### config.mk
export PLATFORM = sky130hd
export DESIGN_NAME = pci_target_ctrl
export DESIGN_NICKNAME = d
export VERILOG_FILES = /design/src/rtl/pci_pkg.sv /design/src/rtl/pci_target_decode.sv /design/src/rtl/pci_target_ctrl.sv
export SDC_FILE = /design/constraint.sdc
export NUM_CORES = 1
export LEC_CHECK = 0
export BUFFER_PORTS_ARGS = -buffer_cell sky130_fd_sc_hd__buf_2
export CORE_MARGIN = 2
export CORE_UTILIZATION = 40
export DETAILED_ROUTE_END_ITERATION = 10
export GPL_ROUTABILITY_DRIVEN = 0
export GPL_TIMING_DRIVEN = 0
export MAX_ROUTING_LAYER = met4
export PLACE_DENSITY = 0.83
export SYNTH_ARGS = -nofsm -noshare
export SYNTH_HDL_FRONTEND = slang
export SYNTH_SLANG_ARGS = --single-unit
### constraint.sdc
create_clock -name clk -period 4.2 [get_ports clk]
set_input_delay 0.42 -clock clk [delete_from_list [all_inputs] [get_ports clk]]
set_output_delay 0.42 -clock clk [all_outputs]
set_load 0.05 [all_outputs]
### src/rtl/pci_pkg.sv
// pci_pkg: shared command codes, address field widths and target FSM states
package pci_pkg;
    localparam logic [3:0] CMD_MEM_RD = 4'b0110;
    localparam logic [3:0] CMD_MEM_WR = 4'b0111;
    localparam int ADDR_W   = 2;
    localparam int WORD_LSB = 2;
    localparam int TAG_LSB  = WORD_LSB + ADDR_W;
    typedef enum logic [2:0] {IDLE, WR_DATA, RD_TURN, RD_DATA, STOP, BUS_WAIT} state_t;
endpackage

### src/rtl/pci_target_decode.sv
// pci_target_decode: address-phase window hit and memory command check
module pci_target_decode
    import pci_pkg::*;
#(
    parameter logic [31:0] BAR_BASE = 32'h0000_1000
) (
    input  logic [31-TAG_LSB:0] ad_tag,
    input  logic [3:0]          cbe_n,
    output logic                hit,
    output logic                is_read,
    output logic                is_write
);
    assign hit      = ad_tag == BAR_BASE[31:TAG_LSB];
    assign is_read  = cbe_n == CMD_MEM_RD;
    assign is_write = cbe_n == CMD_MEM_WR;
endmodule

### src/rtl/pci_target_ctrl.sv
// pci_target_ctrl: PCI target handshake FSM driving a small word-addressed store
module pci_target_ctrl
    import pci_pkg::*;
#(
    parameter logic [31:0] BAR_BASE = 32'h0000_1000,
    parameter int          DEPTH    = 4
) (
    input  logic              clk,
    input  logic              rst_n,
    input  logic              frame_n,
    input  logic              irdy_n,
    input  logic [3:0]        cbe_n,
    input  logic [31:0]       ad_in,
    output logic              devsel_n,
    output logic              trdy_n,
    output logic              stop_n,
    output logic              ad_oe,
    output logic [ADDR_W-1:0] mem_addr,
    output logic              mem_we,
    output logic              mem_re,
    output logic [3:0]        mem_be,
    output logic              busy
);
    state_t state, state_nx;
    logic [ADDR_W-1:0] addr_nx;
    logic single, single_nx, hit, is_read, is_write, last;

    pci_target_decode #(.BAR_BASE(BAR_BASE)) u_decode (
        .ad_tag   (ad_in[31:TAG_LSB]),
        .cbe_n    (cbe_n),
        .hit      (hit),
        .is_read  (is_read),
        .is_write (is_write)
    );

    assign last   = mem_addr == ADDR_W'(DEPTH - 1);
    assign mem_be = ~cbe_n;
    // strobes are suppressed while reset is held so no access slips out on the reset edge
    assign mem_we = rst_n && state == WR_DATA && !irdy_n;
    assign mem_re = rst_n && state == RD_DATA && !irdy_n;

    // next state, burst address advance and single-phase flag
    always_comb begin
        state_nx  = state;
        addr_nx   = mem_addr;
        single_nx = single;
        case (state)
            IDLE: if (!frame_n) begin
                addr_nx   = ad_in[TAG_LSB-1:WORD_LSB];
                single_nx = |ad_in[WORD_LSB-1:0];
                state_nx  = !hit ? BUS_WAIT : is_write ? WR_DATA : is_read ? RD_TURN : BUS_WAIT;
            end
            RD_TURN: state_nx = RD_DATA;
            WR_DATA, RD_DATA: if (!irdy_n) begin
                if (frame_n) state_nx = IDLE;
                else if (last || single) state_nx = STOP;
                else addr_nx = mem_addr + 1'b1;
            end
            STOP: if (frame_n) state_nx = IDLE;
            BUS_WAIT: if (frame_n && irdy_n) state_nx = IDLE;
            default: state_nx = IDLE;
        endcase
    end

    // state, address and registered PCI control outputs decoded from the next state
    always_ff @(posedge clk) begin
        if (!rst_n) begin
            state    <= IDLE;
            mem_addr <= '0;
            single   <= 1'b0;
            devsel_n <= 1'b1;
            trdy_n   <= 1'b1;
            stop_n   <= 1'b1;
            ad_oe    <= 1'b0;
            busy     <= 1'b0;
        end else begin
            state    <= state_nx;
            mem_addr <= addr_nx;
            single   <= single_nx;
            devsel_n <= !(state_nx inside {WR_DATA, RD_TURN, RD_DATA, STOP});
            trdy_n   <= !(state_nx inside {WR_DATA, RD_DATA});
            stop_n   <= state_nx != STOP;
            ad_oe    <= state_nx inside {RD_TURN, RD_DATA};
            busy     <= state_nx != IDLE;
        end
    end
endmodule

==> Word level (Yosys, flattened, before mapping) <==
Index checks and enable logic that the tools add are counted.
{ "op_classes": {"eq_ne": 18, "addsub": 1, "bitwise_logic": 2, "reduce_logical": 19, "mux": 15} }
{ "op_table": {"columns": ["cell", "n"], "rows": [
  ["28-bit by 9-bit equality test with 1-bit output, second input constant", 1],
  ["3-bit 2-to-1 mux", 9],
  ["3-bit one-hot mux with 5 select lines", 1],
  ["3-bit by 2-bit equality test with 1-bit output, second input constant", 4],
  ["3-bit equality test, second input constant", 3],
  ["4-bit by 3-bit equality test with 1-bit output, second input constant", 2],
  ["2-bit 2-to-1 mux", 4],
  ["2-bit != test, second input constant", 4],
  ["3-bit by 1-bit equality test with 1-bit output, second input constant", 2],
  ["2-bit nonzero test", 3],
  ["1-bit logical AND", 5],
  ["5-bit AND reduction", 1],
  ["4-bit NOT", 1],
  ["2-bit one-hot mux with 2 select lines", 1],
  ["4-bit nonzero test", 1],
  ["2-bit OR reduction", 2],
  ["1-bit zero test", 3],
  ["3-bit zero test", 1],
  ["3-bit != test, second input constant", 1],
  ["3-bit nonzero test", 1],
  ["2-bit by 1-bit adder with 2-bit output, second input constant", 1],
  ["2-bit equality test, second input constant", 1],
  ["2-bit AND reduction", 1],
  ["1-bit logical OR", 1],
  ["1-bit NOT", 1]
]} }
{ "totals": {"wordCells": 63, "register_bits": 11} }

==> Longest topological paths before layout <==
{ "depth": {"ltp_word": 9, "ltp_mapped": 6, "depth_no_buf": 6} }

==> Modules after synthesis <==
Synthesis repeated with hierarchy kept, for this count alone.
{ "unflattened": {"cells_unflattened": 78, "hier_area_um2": 651.9} }
{ "modules_own_cells": {"columns": ["module", "cells_each", "n_inst", "area_each_um2"], "rows": [
  ["pci_target_ctrl", 65, 1, 555.5],
  ["pci_target_decode", 13, 1, 96.3]
]} }

==> Worst setup path after synthesis <==
Ideal clock, no wire load.
{ "synth_path": {"path_kind": "flip-flop to output port", "start": "register state[2]", "end": "output mem_re", "path_buffers": 0, "t_arrival_ps": 2182, "setup_slack_ps": 1598, "path_stages_with_launch": 3, "path_cell_list": "dfxtp_1 -> nand2b_1 -> nor4b_1"} }
{ "synth_between": {"elab_chain_len": 3} }
{ "synth_rtl": {"columns": ["item", "line", "source"], "rows": [
  ["start, declared", "pci_target_ctrl.sv:24", "state_t state, state_nx;"],
  ["start signal, assigned", "pci_target_ctrl.sv:77", "state <= state_nx;"],
  ["3-bit by 2-bit equality test with 1-bit output", "pci_target_ctrl.sv:40", "assign mem_re = rst_n && state == RD_DATA && !irdy_n;"],
  ["1-bit logical AND (2 in series)", "pci_target_ctrl.sv:40", null],
  ["end, declared", "pci_target_ctrl.sv:20", "output logic mem_re,"]
]} }
No other way between the ends.

==> Final worst setup path <==
Same ends and word-level chain as after synthesis.

==> impl_metrics.env <==
export IMPL_n_antenna_cell=0
export IMPL_cp_start_kind="flip-flop"
export IMPL_portBuffers=52
export IMPL_areaGrowthSynthToFinish_pct=48.51
export IMPL_drc=0
export IMPL_top_layer="met4"
export IMPL_cp_slowest_cell="dfxtp_1"
export IMPL_cts_setup_buffers=0
export IMPL_skew_ps=2.171
export IMPL_clk_path_buf_depth=2
export IMPL_die_h_um=43.75
export IMPL_drv_slew=0
export IMPL_ys_warn_count=0
export IMPL_dp_cells=144
export IMPL_cts_max_level=1
export IMPL_cts_tree="built"
export IMPL_routedWlPerCell_um=11.67
export IMPL_numCtsBuffers=3
export IMPL_setup_tns_final_ps=0
export IMPL_core_um2=1489
export IMPL_vias=781
export IMPL_synthCells=76
export IMPL_clk_pin_slew_ps=70
export IMPL_yosysSeqAreaShare_pct=34.85
export IMPL_cp_arrival_ps=1460
export IMPL_min_period_ps=1882
export IMPL_hold_path_class="input pin to flip-flop"
export IMPL_max_freq_mhz=531.3
export IMPL_hold_viol=0
export IMPL_start_util_pct=42.44
export IMPL_rows=14
export IMPL_total_leakage_power_nw=0.4508
export IMPL_worst_path_buf_inv=1
export IMPL_post_place_ws_ps=2472
export IMPL_cts_root_buf="clkbuf_4"
export IMPL_finalCritPeriodShare_pct=44.82
export IMPL_n_fill_cell=150
export IMPL_grt_pass1_wl_um=2753
export IMPL_hold_buffers=0
export IMPL_syn_nets=117
export IMPL_tightest_slew_ps=332.9
export IMPL_met1Wirelength_um=652
export IMPL_cpLargestDelayFamily="simple AND/OR/NAND/NOR gates"
export IMPL_cellPowerDensity_nw_per_um2=313.9
export IMPL_nets=174
export IMPL_cp_data_required_time_ps=3780
export IMPL_viasPerCell=5.277
export IMPL_cts_sinks=11
export IMPL_slowest_delay_ps=370
export IMPL_status="completed"
export IMPL_drt_total_wl_um=1727
export IMPL_firstDrtPassIters=4
export IMPL_holdWs_ps=403.0
export IMPL_clk_latency_ps=270
export IMPL_drtIter0Drc=11
export IMPL_final_cell_mix="52 x buf_2, 11 x nor2_1, 11 x dfxtp_1, 6 x a21oi_1, 5 x inv_1"
export IMPL_dr_wl_met2_um=921
export IMPL_grt_max_degree=9
export IMPL_grt_pass1_vias=732
export IMPL_seq_area_um2=220.2
export IMPL_layout_drive_gt1_share_pct=46.97
export IMPL_critPathCaptureType="output pin"
export IMPL_synth_cell_types=28
export IMPL_maxSlewHeadroom_pct=77.60
export IMPL_worstSetupPathType="flip-flop to output pin"
export IMPL_rsz0062_at_grt="no"
export IMPL_maxCapViolCount=0
export IMPL_layout_commonest_cell="buf_2"
export IMPL_crit_path_cell_trace="nand2b_1 > nor4b_1 > buf_2"
export IMPL_fin_ws_ps=2318
export IMPL_vdd_drop_max_v=0.0001542
export IMPL_multi_input_area_um2=392.9
export IMPL_cts_repair_resize_count=0
export IMPL_grt_use_total_pct=19.40
export IMPL_grt_overflow=0
export IMPL_antenna_found_initial=0
export IMPL_syn_avg_cell_area_um2=8.314
export IMPL_met3_wirelength_um=138
export IMPL_ant_nets=0
export IMPL_die_x_um=43.75
export IMPL_cp_max_fo=8
export IMPL_num_io_pins=53
export IMPL_synthesis_area_um2=631.9
export IMPL_dp_hpwl_um=1489
export IMPL_layoutNonFillerInstCount=148
export IMPL_die_area_um2=1914
export IMPL_finalSetupViolations=0
export IMPL_ys_seq_elements=11
## through the flow
step,power [mW],util (%),cell area [um2]
6_report,0.2945,63.03,938.4
5_1_grt,0.3075,63.03,938.4
4_1_cts,0.2950,63.03,938.4
3_5_place_dp,0.2249,61.26,912.1
3_3_place_gp,0.2206,61.26,912.1
2_1_floorplan,0.1871,-,631.9
## state kept, by name, indices dropped and copies added (netlist names)
register / cells
ad_oe: 1
busy: 1
devsel_n: 1
mem_addr: 2
single: 1
state: 3
stop_n: 1
trdy_n: 1
## tightest hold or removal path, cell delays in order
cell,delay [ps]
buf_2,100
nand3_1,50
a21oi_1,60
## cells in the mapped netlist
| cell type | number | area share, % |
|---|---|---|
| nand4_1 | 2 | 2.0 |
| nor3_1 | 2 | 1.6 |
| nand2b_2 | 1 | 1.4 |
| nor4b_2 | 2 | 4.8 |
| nor2b_1 | 1 | 0.99 |
| or3_1 | 1 | 0.99 |
| a31oi_1 | 1 | 0.99 |
| ha_1 | 1 | 2.0 |
| nor4b_1 | 1 | 1.4 |
| nor2_1 | 11 | 6.5 |
| nand2b_1 | 2 | 2.0 |
| a311oi_1 | 1 | 1.4 |
| nor4_1 | 4 | 4.0 |
| nand3_1 | 3 | 2.4 |
| nor4_2 | 3 | 5.9 |
| o21ai_1 | 1 | 0.79 |
| mux2i_1 | 2 | 3.2 |
| nand2_1 | 4 | 2.4 |
| o32ai_1 | 1 | 1.4 |
| nor3b_1 | 2 | 2.4 |
| dfxtp_1 | 11 | 35 |
| o21ai_2 | 1 | 1.4 |
| or3b_1 | 1 | 1.4 |
| inv_1 | 5 | 3.0 |
| and2_1 | 3 | 3.0 |
| and3_1 | 1 | 0.99 |
| a21oi_1 | 6 | 4.8 |
| o21a_1 | 2 | 2.4 |
## area by class of cell
cell class | instances | share of cell area (%)
Clock buffer | 4 | 2.800
Sequential cell | 11 | 23.47
Tap cell | 16 | 2.133
Multi-Input combinational cell | 60 | 41.87
Timing Repair Buffer | 52 | 27.73
Inverter | 5 | 2.000
## final timing paths
check | startpoint | endpoint | slack [ps] | cells after the start
hold reg to reg | mem_addr[1] | mem_addr[1] | 550 | 2
setup / recovery | state[2] | mem_re | 2320 | 3
setup reg to reg | mem_addr[0] | trdy_n | 2580 | 6
hold / removal | ad_in[2] | mem_addr[0] | 400 | 3
## cell families after synthesis
| kind of cell | synth area share [%] |
|---|---|
| AO/OA/AOI/OAI | 13.07 |
| adder cells (fa/ha/maj) | 1.980 |
| buffers and inverters | 2.971 |
| flip-flops | 34.85 |
| multiplexers | 3.168 |
| AND/OR/NAND/NOR | 43.96 |
## per-layer routing
layer  track usage (%)  vias to the layer above
met5                 -                        -
met4             7.273                        0
met3             1.250                        3
met2             38.53                       44
met1             19.02                      342
li1                  -                      392
## report_power, final
part           switching, mW  total (mW)  internal (mW)
clock network         0.0360      0.0728         0.0368
logic                 0.0645       0.101         0.0361
registers            0.00715       0.121          0.114
(Power assumes the default switching activity.)
